===== src/rtl/pipe_ctrl_if.sv =====
// Pipeline control interface: groups the hazard/memory/branch/irq inputs
// and the per-stage enable/flush outputs of pipe_ctrl.
//   master : the pipeline environment (drives requests, receives controls)
//   slave  : pipe_ctrl (receives requests, drives controls)
interface pipe_ctrl_if;
    // requests into the sequencer
    logic wpcir;        // 0 = interlock, PC and IF/ID hold
    logic hz_flush;     // bubble into ID/EX
    logic redirect;     // taken branch/jump in ID
    logic imem_ready;   // instruction word valid
    logic dmem_req;     // MEM stage accesses data memory
    logic dmem_ready;   // data access completes
    logic irq;          // level interrupt request
    // controls out of the sequencer
    logic pc_en;
    logic pc_sel_vec;
    logic ifid_en;
    logic ifid_flush;
    logic idex_en;
    logic idex_flush;
    logic exmem_en;
    logic memwb_en;
    logic irq_ack;
    logic busy;

    modport master (
        output wpcir, hz_flush, redirect, imem_ready, dmem_req, dmem_ready, irq,
        input  pc_en, pc_sel_vec, ifid_en, ifid_flush, idex_en, idex_flush,
               exmem_en, memwb_en, irq_ack, busy
    );

    modport slave (
        input  wpcir, hz_flush, redirect, imem_ready, dmem_req, dmem_ready, irq,
        output pc_en, pc_sel_vec, ifid_en, ifid_flush, idex_en, idex_flush,
               exmem_en, memwb_en, irq_ack, busy
    );
endinterface


===== src/rtl/pipe_ctrl.sv =====
// pipe_ctrl: central sequencer for the 5-stage pipeline.
// Merges interlock, memory waits, branch redirect and interrupt request into
// per-stage enables and bubble controls. An interrupt drains the pipe for
// DRAIN_CYCLES cycles, then vectors the PC for one cycle.
// Ports:
//   clk       core clock
//   rst_n     asynchronous active-low reset
//   bus       pipe_ctrl_if.slave (requests in, stage controls out)
//   stall_cnt / flush_cnt  performance counters, present only when the
//             macro PIPE_PERF_CNT_EN is defined
// Outputs are combinational from the registered FSM state and current inputs.
module pipe_ctrl #(
    parameter int unsigned DRAIN_CYCLES = 3,
    parameter int unsigned DRAIN_W      = 2,
    parameter int unsigned PERF_W       = 32
) (
    input  logic             clk,
    input  logic             rst_n,
    pipe_ctrl_if.slave       bus
`ifdef PIPE_PERF_CNT_EN
    ,
    output logic [PERF_W-1:0] stall_cnt,
    output logic [PERF_W-1:0] flush_cnt
`endif
);

    if (DRAIN_CYCLES < 1 || (2 ** DRAIN_W) <= DRAIN_CYCLES) begin : g_bad_drain_cfg
        $error("pipe_ctrl: DRAIN_W too narrow for DRAIN_CYCLES");
    end
    if (PERF_W < 1) begin : g_bad_perf_cfg
        $error("pipe_ctrl: PERF_W must be at least 1");
    end

    typedef enum logic [1:0] {RUN, DRAIN, VECTOR} state_t;

    state_t             state;
    logic [DRAIN_W-1:0] cnt;
    logic               post_vec;   // first RUN cycle after VECTOR ignores irq

    logic mem_wait;
    logic interlock;
    logic pc_en, pc_sel_vec, ifid_en, ifid_flush, idex_en, idex_flush;
    logic exmem_en, memwb_en, irq_ack;

    assign mem_wait  = bus.dmem_req & ~bus.dmem_ready;
    assign interlock = ~bus.wpcir;

    always_comb begin
        pc_en      = 1'b0;
        pc_sel_vec = 1'b0;
        ifid_en    = 1'b0;
        ifid_flush = 1'b0;
        idex_en    = 1'b0;
        idex_flush = 1'b0;
        exmem_en   = 1'b0;
        memwb_en   = 1'b0;
        irq_ack    = 1'b0;
        if (!rst_n) begin
            ifid_flush = 1'b1;
            idex_flush = 1'b1;
        end else if (!mem_wait) begin
            pc_en      = 1'b1;
            ifid_en    = 1'b1;
            idex_en    = 1'b1;
            exmem_en   = 1'b1;
            memwb_en   = 1'b1;
            idex_flush = interlock | bus.hz_flush;
            unique case (state)
                RUN: begin
                    if (interlock) begin
                        pc_en   = 1'b0;
                        ifid_en = 1'b0;
                    end else if (bus.hz_flush) begin
                        // bubble into ID/EX only; redirect waits
                    end else if (bus.redirect) begin
                        ifid_flush = 1'b1;
                    end else if (!bus.imem_ready) begin
                        pc_en      = 1'b0;
                        ifid_flush = 1'b1;
                    end
                end
                DRAIN: begin
                    // fetch suppressed; a redirect here is covered by the IF/ID squash
                    pc_en      = 1'b0;
                    ifid_flush = 1'b1;
                end
                VECTOR: begin
                    pc_sel_vec = 1'b1;
                    irq_ack    = 1'b1;
                    ifid_flush = 1'b1;
                end
                default: ;
            endcase
        end
    end

    assign bus.pc_en      = pc_en;
    assign bus.pc_sel_vec = pc_sel_vec;
    assign bus.ifid_en    = ifid_en;
    assign bus.ifid_flush = ifid_flush;
    assign bus.idex_en    = idex_en;
    assign bus.idex_flush = idex_flush;
    assign bus.exmem_en   = exmem_en;
    assign bus.memwb_en   = memwb_en;
    assign bus.irq_ack    = irq_ack;
    assign bus.busy       = (state != RUN);

    // A memory wait freezes the sequencer in every state.
    always_ff @(posedge clk or negedge rst_n) begin
        if (!rst_n) begin
            state    <= RUN;
            cnt      <= '0;
            post_vec <= 1'b0;
        end else if (!mem_wait) begin
            unique case (state)
                RUN: begin
                    post_vec <= 1'b0;
                    if (bus.irq && !interlock && !post_vec) begin
                        state <= DRAIN;
                        cnt   <= DRAIN_W'(DRAIN_CYCLES);
                    end
                end
                DRAIN: begin
                    cnt <= cnt - DRAIN_W'(1);
                    if (cnt == DRAIN_W'(1)) state <= VECTOR;
                end
                VECTOR: begin
                    state    <= RUN;
                    post_vec <= 1'b1;
                end
                default: state <= RUN;
            endcase
        end
    end

`ifdef PIPE_PERF_CNT_EN
    always_ff @(posedge clk or negedge rst_n) begin
        if (!rst_n) begin
            stall_cnt <= '0;
            flush_cnt <= '0;
        end else begin
            if (!pc_en)                    stall_cnt <= stall_cnt + PERF_W'(1);
            if (ifid_flush || idex_flush)  flush_cnt <= flush_cnt + PERF_W'(1);
        end
    end
`endif

endmodule


===== src/flat_wrapper.sv =====
// flat-port wrapper written by rule: the top's interface ports become plain ports
module pipe_ctrl_flat 
#(
    parameter int unsigned DRAIN_CYCLES = 3,
    parameter int unsigned DRAIN_W      = 2,
    parameter int unsigned PERF_W       = 32
)
  (clk, rst_n, bus_wpcir, bus_hz_flush, bus_redirect, bus_imem_ready, bus_dmem_req, bus_dmem_ready, bus_irq, bus_pc_en, bus_pc_sel_vec, bus_ifid_en, bus_ifid_flush, bus_idex_en, bus_idex_flush, bus_exmem_en, bus_memwb_en, bus_irq_ack, bus_busy);
  pipe_ctrl_if bus_i ();
  input  logic clk;
  input  logic rst_n;
  input wire logic [$bits(bus_i.wpcir)-1:0] bus_wpcir;
  input wire logic [$bits(bus_i.hz_flush)-1:0] bus_hz_flush;
  input wire logic [$bits(bus_i.redirect)-1:0] bus_redirect;
  input wire logic [$bits(bus_i.imem_ready)-1:0] bus_imem_ready;
  input wire logic [$bits(bus_i.dmem_req)-1:0] bus_dmem_req;
  input wire logic [$bits(bus_i.dmem_ready)-1:0] bus_dmem_ready;
  input wire logic [$bits(bus_i.irq)-1:0] bus_irq;
  output wire logic [$bits(bus_i.pc_en)-1:0] bus_pc_en;
  output wire logic [$bits(bus_i.pc_sel_vec)-1:0] bus_pc_sel_vec;
  output wire logic [$bits(bus_i.ifid_en)-1:0] bus_ifid_en;
  output wire logic [$bits(bus_i.ifid_flush)-1:0] bus_ifid_flush;
  output wire logic [$bits(bus_i.idex_en)-1:0] bus_idex_en;
  output wire logic [$bits(bus_i.idex_flush)-1:0] bus_idex_flush;
  output wire logic [$bits(bus_i.exmem_en)-1:0] bus_exmem_en;
  output wire logic [$bits(bus_i.memwb_en)-1:0] bus_memwb_en;
  output wire logic [$bits(bus_i.irq_ack)-1:0] bus_irq_ack;
  output wire logic [$bits(bus_i.busy)-1:0] bus_busy;
  assign bus_i.wpcir = bus_wpcir;
  assign bus_i.hz_flush = bus_hz_flush;
  assign bus_i.redirect = bus_redirect;
  assign bus_i.imem_ready = bus_imem_ready;
  assign bus_i.dmem_req = bus_dmem_req;
  assign bus_i.dmem_ready = bus_dmem_ready;
  assign bus_i.irq = bus_irq;
  assign bus_pc_en = bus_i.pc_en;
  assign bus_pc_sel_vec = bus_i.pc_sel_vec;
  assign bus_ifid_en = bus_i.ifid_en;
  assign bus_ifid_flush = bus_i.ifid_flush;
  assign bus_idex_en = bus_i.idex_en;
  assign bus_idex_flush = bus_i.idex_flush;
  assign bus_exmem_en = bus_i.exmem_en;
  assign bus_memwb_en = bus_i.memwb_en;
  assign bus_irq_ack = bus_i.irq_ack;
  assign bus_busy = bus_i.busy;
  pipe_ctrl #(.DRAIN_CYCLES(DRAIN_CYCLES), .DRAIN_W(DRAIN_W), .PERF_W(PERF_W)) u_core (.clk(clk), .rst_n(rst_n), .bus(bus_i));
endmodule

===== config.mk =====
export PLATFORM = sky130hd
export DESIGN_NAME = pipe_ctrl_flat
export DESIGN_NICKNAME = d
export VERILOG_FILES = /design/src/rtl/pipe_ctrl_if.sv /design/src/rtl/pipe_ctrl.sv /design/src/flat_wrapper.sv
export SDC_FILE = /design/constraint.sdc
export NUM_CORES = 1
export LEC_CHECK = 0
export CORE_MARGIN = 3
export CORE_UTILIZATION = 25
export DETAILED_ROUTE_END_ITERATION = 16
export GPL_TIMING_DRIVEN = 0
export PLACE_DENSITY_LB_ADDON = 0.12
export SYNTH_ARGS = -nofsm -noshare
export SYNTH_HDL_FRONTEND = slang
export SYNTH_SLANG_ARGS = --single-unit

===== constraint.sdc =====
create_clock -name clk -period 2.09 [get_ports clk]
set_clock_uncertainty 0.1 [all_clocks]
set_input_delay 0.3135 -clock clk [delete_from_list [all_inputs] [get_ports clk]]
set_output_delay 0.3135 -clock clk [all_outputs]
set_load 0.005 [all_outputs]

==> After elaboration in Yosys (flattened, before gate mapping) <==
Cells that the tools add are included.
{ "word_totals": {"input_bits": 9, "elab_cells": 56, "out_inout_bits": 10, "register_bits": 5} }
{ "classes": {"reduce_logical": 11, "n_mux": 31, "eq_ne": 5, "addsub": 1, "n_bitwise": 5} }
{ "op_table": {"columns": ["operator", "count"], "rows": [
  ["1-bit two-way mux", 23],
  ["2-bit case mux with 2 select lines", 2],
  ["2-bit two-way mux", 3],
  ["1-bit case mux with 2 select lines", 3],
  ["3-bit AND reduction", 2],
  ["2-bit nonzero test", 3],
  ["2-bit by 1-bit equality test with 1-bit output (second input constant)", 2],
  ["2-bit by 1-bit != test with 1-bit output (second input constant)", 2],
  ["1-bit inverter", 3],
  ["2-bit equality test (second input constant)", 1],
  ["1-bit logical AND", 2],
  ["2-bit zero test", 1],
  ["2-bit AND reduction", 1],
  ["2-bit OR reduction", 1],
  ["2-bit by 1-bit subtractor with 2-bit output (second input constant)", 1],
  ["1-bit AND", 1],
  ["1-bit zero test", 1],
  ["1-bit bitwise OR", 1]
]} }

==> Depth between registers and ports, before layout <==
Gate-level depths: netlist of run 1.
{ "logic_depth": {"depth_word": 7, "ltp_mapped": 6, "depth_no_buf": 5} }

==> Least setup slack after synthesis of run 1 <==
OpenSTA, ideal clock, no wires.
{ "synth_timing": {"path_kind": "flip-flop to flip-flop", "start": "reg u_core.state[0]", "end": "reg u_core.state[0]", "synth_period_minus_slack_ns": 1.545, "stages_incl_launch_ff": 6, "path_buffers": 1, "required_time_ns": 1.862, "slack_ns": 0.545, "setup_ns": 0.128, "arrival_time_ns": 1.317, "path_cell_list": "dfrtp_1 -> inv_1 -> ha_1 -> buf_6 -> a221oi_2 -> mux2_1"} }
{ "synth_between": {"elab_chain_cells": 3, "word_cells_on_any_way": 6, "cone_classes": "eq/ne (3); mux (1); reduce/logical (2)"} }
{ "synth_lines": {"columns": ["element", "line_no", "rtl"], "rows": [
  ["from (decl)", "pipe_ctrl.sv:36", "state_t state;"],
  ["from (signal assigned)", "pipe_ctrl.sv:111", "state <= RUN;"],
  ["from (signal assigned)", "pipe_ctrl.sv:119", "state <= DRAIN;"],
  ["from (signal assigned)", "pipe_ctrl.sv:125", "if (cnt == DRAIN_W'(1)) state <= VECTOR;"],
  ["2-bit by 1-bit equality test with 1-bit output / 2-bit zero test (equally long branches)", "pipe_ctrl.sv:115", "unique case (state)"],
  ["2-bit by 1-bit != test with 1-bit output (no line)", null, null],
  ["3-bit AND reduction (no line)", null, null]
]} }
Several ways; a longest one is shown, not always the timed one.
A chain may end at the register's enable or synchronous reset.

==> Worst setup path in the final report of run 1 <==
{ "layout_timing": {"start": "in bus_wpcir", "end": "out bus_idex_flush"} }
{ "layout_between": {"elab_chain_cells": 4} }
{ "layout_lines": {"columns": ["element", "line_no", "rtl"], "rows": [
  ["from (decl)", "flat_wrapper.sv:12", "input wire logic [$bits(bus_i.wpcir)-1:0] bus_wpcir;"],
  ["1-bit inverter", "pipe_ctrl.sv:46", "assign interlock = ~bus.wpcir;"],
  ["1-bit bitwise OR", "pipe_ctrl.sv:67", "idex_flush = interlock | bus.hz_flush;"],
  ["1-bit two-way mux", "pipe_ctrl.sv:61", "end else if (!mem_wait) begin"],
  ["1-bit two-way mux", "pipe_ctrl.sv:58", "if (!rst_n) begin"],
  ["to (decl)", "flat_wrapper.sv:24", "output wire logic [$bits(bus_i.idex_flush)-1:0] bus_idex_flush;"]
]} }
Every way passes these cells.

==> results.yml, run 1 <==
finish:
  fin_cells: 100
  final_layout_size_suffix_gt1_share_pct: 28.95
  final_area_sq_um: 732.0
  finalCoreUtilization_pct: 44.93
  n_antenna_cell: 0
  area_delta_synth_final_pct: 58.11
  fin_nets: 92
detailed_routing:
  detail_route.wl_per_cell_microns: 11.08
  firstDrtPassIters: 4
  viasPerCell: 4.340
  drt_wl_total_microns: 1108
  drc: 0
  routed.top_layer: "met3"
  drtIter0Drc: 12
  ant_nets: 0
  met2_length_microns: 488
  wl_met3_microns: 79
  m1WireLength_microns: 540
  num_vias: 434
setup_path:
  cp-startpoint: "bus_wpcir"
  worstSetupStartpointType: "input port"
  cp-end-kind: "output pin"
  crit_end: "bus_idex_flush"
  reg2reg_to: "u_core.state[0]$_DFFE_PN0P_"
  worstPathMaxFanout: 4
  arrival_ps: 1640
  critPathKind: "in2out"
  r2r-start: "u_core.state[0]$_DFFE_PN0P_"
  cp_data_required_time_ps: 1680
  r2r_setup_slack_ps: 490
  worstRegToRegCells: 5
cts:
  htreeDepth: 1
  cts_tree: "yes"
  cts.sink_count: 5
  clock_latency_ps: 240
  numCtsBuffers: 3
  clkSlewWorstSetupHoldPaths_ps: 50
  clk_path_buf_depth: 2
  cts_root_buffer: "clkbuf_4"
sta:
  relSlewSlack_pct: 82.40
  finalHoldViolations: 0
  setup_viol: 0
  tns_ps: 0
  post-route-period-util_pct: 98.14
  fmax_mhz: 487.5
  fin_crit_ps: 2051
  worst-slew-pin-transition_ps: 264.0
  rsz0062_at_grt: "false"
  slew_viol_final: 0
floorplanning:
  initial_utilization_pct: 28.42
  die_w_microns: 49.03
  ios: 19
  die_y_microns: 49.03
  dieArea_sq_um: 2404
  core_area_sq_um: 1629
  rows: 14
placement:
  place_hpwl_microns: 851.8
  dpl_cell_area_sq_um: 673.1
  dp_cells: 93
  io_buffers: 18
  gp_congestion: 0.7024
synth:
  synth_area_sq_um: 462.9
  synth_edf_count: 0
  yosysMostFrequentCell: "inv_1"
  ys_seq_area_share_pct: 27.03
  ys_types: 24
  yosysTopAreaCellShare_pct: 27.03
  synth_top_area_cell: "dfrtp_1"
  ys_seq_elements: 5
  ys_async_sr_fraction_pct: 100.0
  synth_top_flop_cell: "dfrtp_1"
  yosysWarnings: 0
  synth_cells: 51
  synth_common_cells: "inv_1, ha_1, dfrtp_1"
  avgSynthCellArea_sq_um: 9.077
  synth_area_leaders: "dfrtp_1, ha_1, inv_1"
  synth_nets: 66
run:
  max-cap-violations: 0
grt:
  first_global_vias: 401
  antenna_found_initial: 0
  gr-usage-all-layers_pct: 9.789
  grt-ovfl-total: 0
  grt_max_degree: 9
  grt_pass1_wl_microns: 1828
power_and_ir_drop:
  powerDensity_nw_per_um2: 1087
  leakage_nw: 0.3559
  ir_worst_vdd_uv: 584.2
worst_hold_path:
  worstHoldPathType: "in2reg"
outcome:
  status: "finished clean"
==> worst min-delay path by stage <==
stage / startpoint / to / slack, ps / depth (start not counted)
2_1_floorplan: rst_n / u_core.cnt[0]$_DFFE_PN0P_ / -80 / 0
3_3_place_gp: u_core.post_vec$_DFFE_PN0P_ / u_core.post_vec$_DFFE_PN0P_ / 380 / 2
3_5_place_dp: u_core.post_vec$_DFFE_PN0P_ / u_core.post_vec$_DFFE_PN0P_ / 380 / 2
4_1_cts: u_core.post_vec$_DFFE_PN0P_ / u_core.post_vec$_DFFE_PN0P_ / 390 / 2
5_1_grt: bus_dmem_req / u_core.post_vec$_DFFE_PN0P_ / 380 / 4
6_report: bus_dmem_req / u_core.post_vec$_DFFE_PN0P_ / 360 / 4
==> state kept, by name, indices dropped and copies added (netlist names) <==
signal and flops:
u_core.state 2, u_core.post_vec 1, u_core.cnt 2
==> power breakdown <==
group	switching, mW	total [mW]	internal, mW
Clock	0.0389	0.111	0.0722
Sequential	0.0369	0.183	0.146
Combinational	0.240	0.501	0.261
==> routing by layer <==
layer,vias up,GRT usage [%]
li1,224,-
met1,197,12.94
met2,13,13.80
met3,0,4.893
met4,0,2.844
met5,-,0
==> cells in the final DEF, fill, tap and decap left out, types with 2 or more instances in the layout <==
cell type         n
a21oi_1           4
ha_1              6
clkdlybuf4s50_1  11
inv_2             3
o31ai_1           2
inv_1             4
dlygate4sd2_1     4
a211oi_1          2
nand2_1           2
clkbuf_4          3
dfrtp_1           5
buf_4             6
o21ai_0           2
==> area by class of cell <==
cell class | count | area, sq um
Tap cell | 24 | 30.03
Inverter | 8 | 32.53
Timing Repair Buffer | 21 | 195.2
Multi-Input combinational cell | 34 | 289.0
Buffer | 4 | 33.78
Sequential cell | 5 | 125.1
Fill cell | 176 | 897.1
Clock buffer | 4 | 26.28
==> stage by stage <==
stage,worst slack (ps),hold WS (ps),total power [mW]
floorplan,545.4,-82.09,0.5103
global placement,-227.3,380.1,0.6818
detailed placement,-228.8,381.5,0.6817
CTS,22.10,387.5,0.8051
global route,13.65,382.8,0.8688
finish,38.77,357.6,0.7953
==> kinds of logic after synthesis <==
| kind of cell | count (synthesis) | share of synthesized area [%] |
|---|---|---|
| AO/OA/AOI/OAI | 15 | 24.05 |
| buffers and inverters | 12 | 14.33 |
| multiplexers | 1 | 2.432 |
| AND/OR/NAND/NOR | 12 | 15.95 |
| flip-flops | 5 | 27.03 |
| adder cells (fa/ha/maj) | 6 | 16.22 |
==> repair_timing <==
item | in CTS | in global routing
setup endpoints to repair | 9 | 4
buffers inserted | 2 | 0
endpoints found under the hold margin | 5 | 0
resized for setup | 10 | 6
cloned | 0 | 0
hold buffers | 1 | 0
pin swaps | 0 | 1
==> worst max-delay path, cell delays in order <==
cell	delay, ps
clkdlybuf4s50_1	460
nor2b_2	180
o21ai_0	150
clkdlybuf4s50_1	530
No activity file was read; power rests on OpenSTA's default activity.
==> inputs of run 2 (changes only) <==
CORE_AREA = 3 3 40 42   (was unset)
CORE_MARGIN = unset   (was 3)
CORE_UTILIZATION = unset   (was 25)
DIE_AREA = 0 0 43 45   (was unset)
==> run 2 against run 1 <==
  * Register-to-register slack about the same
  * Global-route usage is 2.8 points higher
  * Critical path depth rose by 1
  * Hold slack improved by 30 ps
  * Via count grew 6.5%
  * Critical path type is now reg2out
==> results.yml, run 2 (synthesis results as in run 1) <==
outcome:
  status: "finished clean"
placement:
  post-place-ws_ps: -221.0
  gp_congestion: 0.7738
  place_hpwl_microns: 794.9
  io_buffers: 18
grt:
  grt_pass1_wl_microns: 1849
  grt_max_degree: 9
  gr-usage-all-layers_pct: 12.55
  antenna_found_initial: 0
  first_global_vias: 432
  grt-ovfl-total: 0
floorplanning:
  dieArea_sq_um: 1935
  ios: 19
  initial_utilization_pct: 36.03
  core_area_sq_um: 1285
  rows: 13
  die_y_microns: 45
  die_w_microns: 43
sta:
  finalHoldViolations: 0
  worst-slew-pin-transition_ps: 352.2
  setup_ws_ps: 82.22
  fin_crit_ps: 2008
  slew_viol_final: 0
  setup_viol: 0
  fmax_mhz: 498.1
  relSlewSlack_pct: 76.32
  post-route-period-util_pct: 96.07
detailed_routing:
  drc: 0
  drt_wl_total_microns: 1180
  drtIter0Drc: 2
  detail_route.wl_per_cell_microns: 12.16
  firstDrtPassIters: 2
  num_vias: 462
  viasPerCell: 4.763
  ant_nets: 0
worst_hold_path:
  worstHoldPathType: "reg2reg"
setup_path:
  cp_data_required_time_ps: 1680
  crit_end: "bus_busy"
  worstPathMaxFanout: 8
  crit_slowest_cell: "clkdlybuf4s50_1"
  arrival_ps: 1590
  max_stage_delay_ps: 490
  worstRegToRegCells: 5
  reg2reg_to: "u_core.state[0]$_DFFE_PN0P_"
  cp-end-kind: "output pin"
  worstSetupStartpointType: "register"
  critPathKind: "reg2out"
  cp-startpoint: "u_core.state[1]$_DFFE_PN0P_"
  r2r-start: "u_core.state[1]$_DFFE_PN0P_"
  crit_chain: "inv_2, ha_1, buf_6, inv_4, clkdlybuf4s50_1"
  r2r_setup_slack_ps: 480
finish:
  finalCoreUtilization_pct: 61.34
  fin_nets: 98
  area_delta_synth_final_pct: 70.27
  final_common_cell: "buf_4"
  final_cell_mix: "buf_4, clkdlybuf4s50_1, dfrtp_1"
  final_layout_size_suffix_gt1_share_pct: 37.80
  n_antenna_cell: 0
  largestRegisters: "u_core.cnt x2, u_core.state x2, u_core.post_vec x1"
power_and_ir_drop:
  leakage_nw: 0.4014
  ir_worst_vdd_uv: 689.1
  powerDensity_nw_per_um2: 1075
  power_uw: 847.0
run:
  max-cap-violations: 0
cts:
  clk_path_buf_depth: 2
  htreeDepth: 1
  numCtsBuffers: 3
  clock_latency_ps: 240
  cts.sink_count: 5
  cts_tree: "yes"
  cts_root_buffer: "clkbuf_4"
  clkSlewWorstSetupHoldPaths_ps: 50
[run 2: cell types whose count changed in the layout (fill, tap and decap cells not counted), sizes merged]
cell,delta
dlymetal6s2s,+2
buf,+5
clkdlybuf4s50,-1
[run 2: how the worst min path moves through the flow]
stage / cells after the start / startpoint / slack, ps / end
4_1_cts: 2 / u_core.post_vec$_DFFE_PN0P_ / 390 / u_core.post_vec$_DFFE_PN0P_
2_1_floorplan: 0 / rst_n / -80 / u_core.cnt[0]$_DFFE_PN0P_
5_1_grt: 2 / u_core.post_vec$_DFFE_PN0P_ / 420 / u_core.post_vec$_DFFE_PN0P_
6_report: 2 / u_core.post_vec$_DFFE_PN0P_ / 390 / u_core.post_vec$_DFFE_PN0P_
3_5_place_dp: 2 / u_core.post_vec$_DFFE_PN0P_ / 380 / u_core.post_vec$_DFFE_PN0P_
3_3_place_gp: 2 / u_core.post_vec$_DFFE_PN0P_ / 380 / u_core.post_vec$_DFFE_PN0P_
[run 2: critical path: cells and delay by family (launching register included)]
family,cells,cell delay (ps)
buffers and inverters,4,750
DFF,1,400
adders and majority gates,1,190
[run 2: layout make-up]
type,count,area [sq um]
Buffer,4,33.78
Clock buffer,4,26.28
Fill cell,125,496.7
Inverter,8,32.53
Multi-Input combinational cell,34,304.0
Sequential cell,5,125.1
Tap cell,15,18.77
Timing Repair Buffer,27,247.7
[run 2: timing repair]
action	CTS	global route
hold buffers	1	0
endpoints found under the setup margin	9	6
gates cloned	0	0
resized for setup	11	11
setup buffers	4	4
hold endpoints to repair	5	0
[run 2: per-stage QoR]
| stage | cell area (sq um) | instances | TNS (ps) | hold WS, ps |
|---|---|---|---|---|
| 3_3_place_gp | 661.9 | 84 | -1324 | 376.2 |
| 2_1_floorplan | 462.9 | 51 | 0 | -82.09 |
| 4_1_cts | 734.5 | 93 | 0 | 388.9 |
| 5_1_grt | 788.3 | 97 | -10.14 | 417.3 |
| 6_report | 788.3 | 97 | 0 | 388.0 |
| 3_5_place_dp | 661.9 | 84 | -1366 | 381.0 |
[run 2: routing by layer]
metal	GRT usage (%)	share of wire, %	vias to the layer above
li1	-	-	239
met1	17.11	45	207
met2	19.46	47	16
met3	2.390	7.8	0
met4	5.422	0	0
met5	0	0	-
[run 2: power by group]
group	leakage [nW]	total [mW]	internal [mW]	switching [mW]
logic	0.327	0.552	0.299	0.253
registers	0.0599	0.183	0.146	0.0375
clock network	0.0150	0.111	0.0722	0.0391
==> inputs of run 3 (changes only) <==
PLACE_DENSITY = 0.67   (was unset)
PLACE_DENSITY_LB_ADDON = unset   (was 0.12)
==> run 3 against run 2 <==
  * Sequential power decreased by 4%
  * Register-to-register slack improved by 30 ps
  * Sequential share of layout area increased by 0.63 points
  * Via count unchanged
  * Critical path depth unchanged
  * Sequential cell count unchanged
  * Die area unchanged
  * Cell area decreased by 3.8%
  * Hold slack improved by 7.4 ps
  * Combinational power about the same
  * First-iteration DRC count increased to 3.0 times the previous value
  * Utilization decreased by 2.3 points
  * Largest cell class unchanged
==> results.yml, run 3 (synthesis results as in run 1) <==
power_and_ir_drop:
  leakage_nw: 0.3628
  ir_worst_vdd_uv: 561.5
  clock_power_share_pct: 14.1
  power.internal_uw: 510.1
  p_sw_share_pct: 39.86
  pwr-share-seq_pct: 20.6
  pwr-share-comb_pct: 65.3
  power_switching_uw: 338.1
  powerDensity_nw_per_um2: 1119
setup_path:
  cp-end-kind: "output pin"
  crit_slowest_cell: "clkdlybuf4s50_1"
  critPathKind: "reg2out"
  worstPathMaxFanout: 2
  max_stage_delay_ps: 430
  worstSetupStartpointType: "register"
  path_common_cell: "buf_4"
  arrival_ps: 1640
  crit_chain: "buf_4, ha_4, and3_4, buf_4, clkdlybuf4s50_1"
  cp_data_required_time_ps: 1680
cts:
  cts_tree: "yes"
  numCtsBuffers: 3
  clk_path_buf_depth: 2
  htreeDepth: 1
  cts.sink_count: 5
  clock_latency_ps: 260
  cts_root_buffer: "clkbuf_4"
  clkSlewWorstSetupHoldPaths_ps: 50
grt:
  first_global_vias: 473
  grt-ovfl-total: 0
  grt_max_degree: 9
  grt_pass1_wl_microns: 2111
  gr-usage-all-layers_pct: 14.97
  antenna_found_initial: 0
finish:
  final_area_sq_um: 758.2
  final_common_cell: "clkdlybuf4s50_1"
  multi_input_area_sq_um: 301.5
  final_cell_mix: "clkdlybuf4s50_1, buf_4, inv_1, ha_1, dfrtp_1"
  regArea_sq_um: 125.1
  area_delta_synth_final_pct: 63.78
  n_antenna_cell: 0
  fin_nets: 95
  finalCoreUtilization_pct: 59.01
  largestRegisters: "u_core.cnt x2, u_core.state x2, u_core.post_vec x1"
  fillers: 127
  final_layout_size_suffix_gt1_share_pct: 29.11
sta:
  whs_ps: 395.4
  setup_viol: 0
  fin_crit_ps: 2054
  slew_viol_final: 0
  post-route-period-util_pct: 98.28
  rsz0062_at_grt: "true"
  fmax_mhz: 486.8
  finalHoldViolations: 0
  worst-slew-pin-transition_ps: 267.5
  relSlewSlack_pct: 82.13
detailed_routing:
  detail_route.wl_per_cell_microns: 12.50
  drc: 0
  num_vias: 462
  drt_wl_total_microns: 1175
  viasPerCell: 4.915
  firstDrtPassIters: 4
  ant_nets: 0
  drtIter0Drc: 6
floorplanning:
  die_w_microns: 43
  core_area_sq_um: 1285
  die_y_microns: 45
  rows: 13
  ios: 19
  initial_utilization_pct: 36.03
  dieArea_sq_um: 1935
placement:
  io_buffers: 18
  dpl_cell_area_sq_um: 661.9
  gp_congestion: 0.7308
  place_hpwl_microns: 810.3
worst_hold_path:
  worstHoldPathType: "reg2reg"
outcome:
  status: "finished clean"
run:
  max-cap-violations: 0
==> run 3: changes by cell type in the layout (fill, tap and decap cells not counted), moves of 2 or more <==
cell             before  now
ha_2                  2    0
dlymetal6s2s_1        3    1
nor2b_2               2    0
nor2b_1               0    2
buf_4                11    8
clkdlybuf4s50_1      10   12
==> run 3: per-stage QoR <==
step                      setup TNS (ps)  setup WS [ps]  power, mW  std cells
final                                  0          35.94     0.8483         94
after global routing              -11.79         -11.79     0.9361         94
after CTS                              0          1.802     0.8350         94
after detailed placement           -1276         -206.9     0.6766         84
after global placement             -1298         -211.2     0.6656         84
after floorplan                        0          545.4     0.5103         51
==> run 3: layer usage <==
metal	vias to the layer above	GRT usage [%]	part of all wire [%]
met1	206	16.83	40
met2	20	24.25	48
met5	-	0	0
li1	232	-	-
met3	4	6.773	10
met4	0	7.229	2.1
==> run 3: worst paths after layout <==
path                                             start                           to  slack (ps)  cells past startpoint
setup / recovery           u_core.state[1]$_DFFE_PN0P_               bus_pc_sel_vec          40                      5
hold / removal             u_core.post_vec$_DFFE_PN0P_  u_core.post_vec$_DFFE_PN0P_         400                      2
hold reg to reg            u_core.post_vec$_DFFE_PN0P_  u_core.post_vec$_DFFE_PN0P_         400                      2
max in group asynchronous                        rst_n    u_core.cnt[0]$_DFFE_PN0P_        1070                      2
min in group asynchronous                        rst_n    u_core.cnt[1]$_DFFE_PN0P_         600                      2
setup reg to reg           u_core.state[1]$_DFFE_PN0P_  u_core.state[0]$_DFFE_PN0P_         510                      5
==> run 3: what timing repair did <==
action,4_1_cts,5_1_grt
setup buffers,5,0
hold buffers,1,0
endpoints found under the hold margin,5,0
endpoints found under the setup margin,9,5
resized for setup,9,8
==> run 3: area by class of cell <==
| type | instances | area share [%] |
|---|---|---|
| Multi-Input combinational cell | 34 | 39.77 |
| Timing Repair Buffer | 24 | 29.04 |
| Sequential cell | 5 | 16.50 |
| Buffer | 4 | 4.455 |
| Inverter | 8 | 4.290 |
| Clock buffer | 4 | 3.465 |
| Tap cell | 15 | 2.475 |
==> run 3: worst max-delay path, delay by kind of cell (launching register included) <==
kind,cells,cell delay (ps)
adder cells (fa/ha/maj),1,150
buffers and inverters,3,700
AND/OR/NAND/NOR,1,140
flip-flops,1,390
==> run 3: power groups by stage <==
stage | registers (mW) | logic (mW) | clock network [mW]
final | 0.175 | 0.554 | 0.120
after global routing | 0.180 | 0.629 | 0.127
after CTS | 0.172 | 0.543 | 0.121
after detailed placement | 0.185 | 0.491 | 0
after global placement | 0.181 | 0.485 | 0
after floorplan | 0.174 | 0.336 | 0
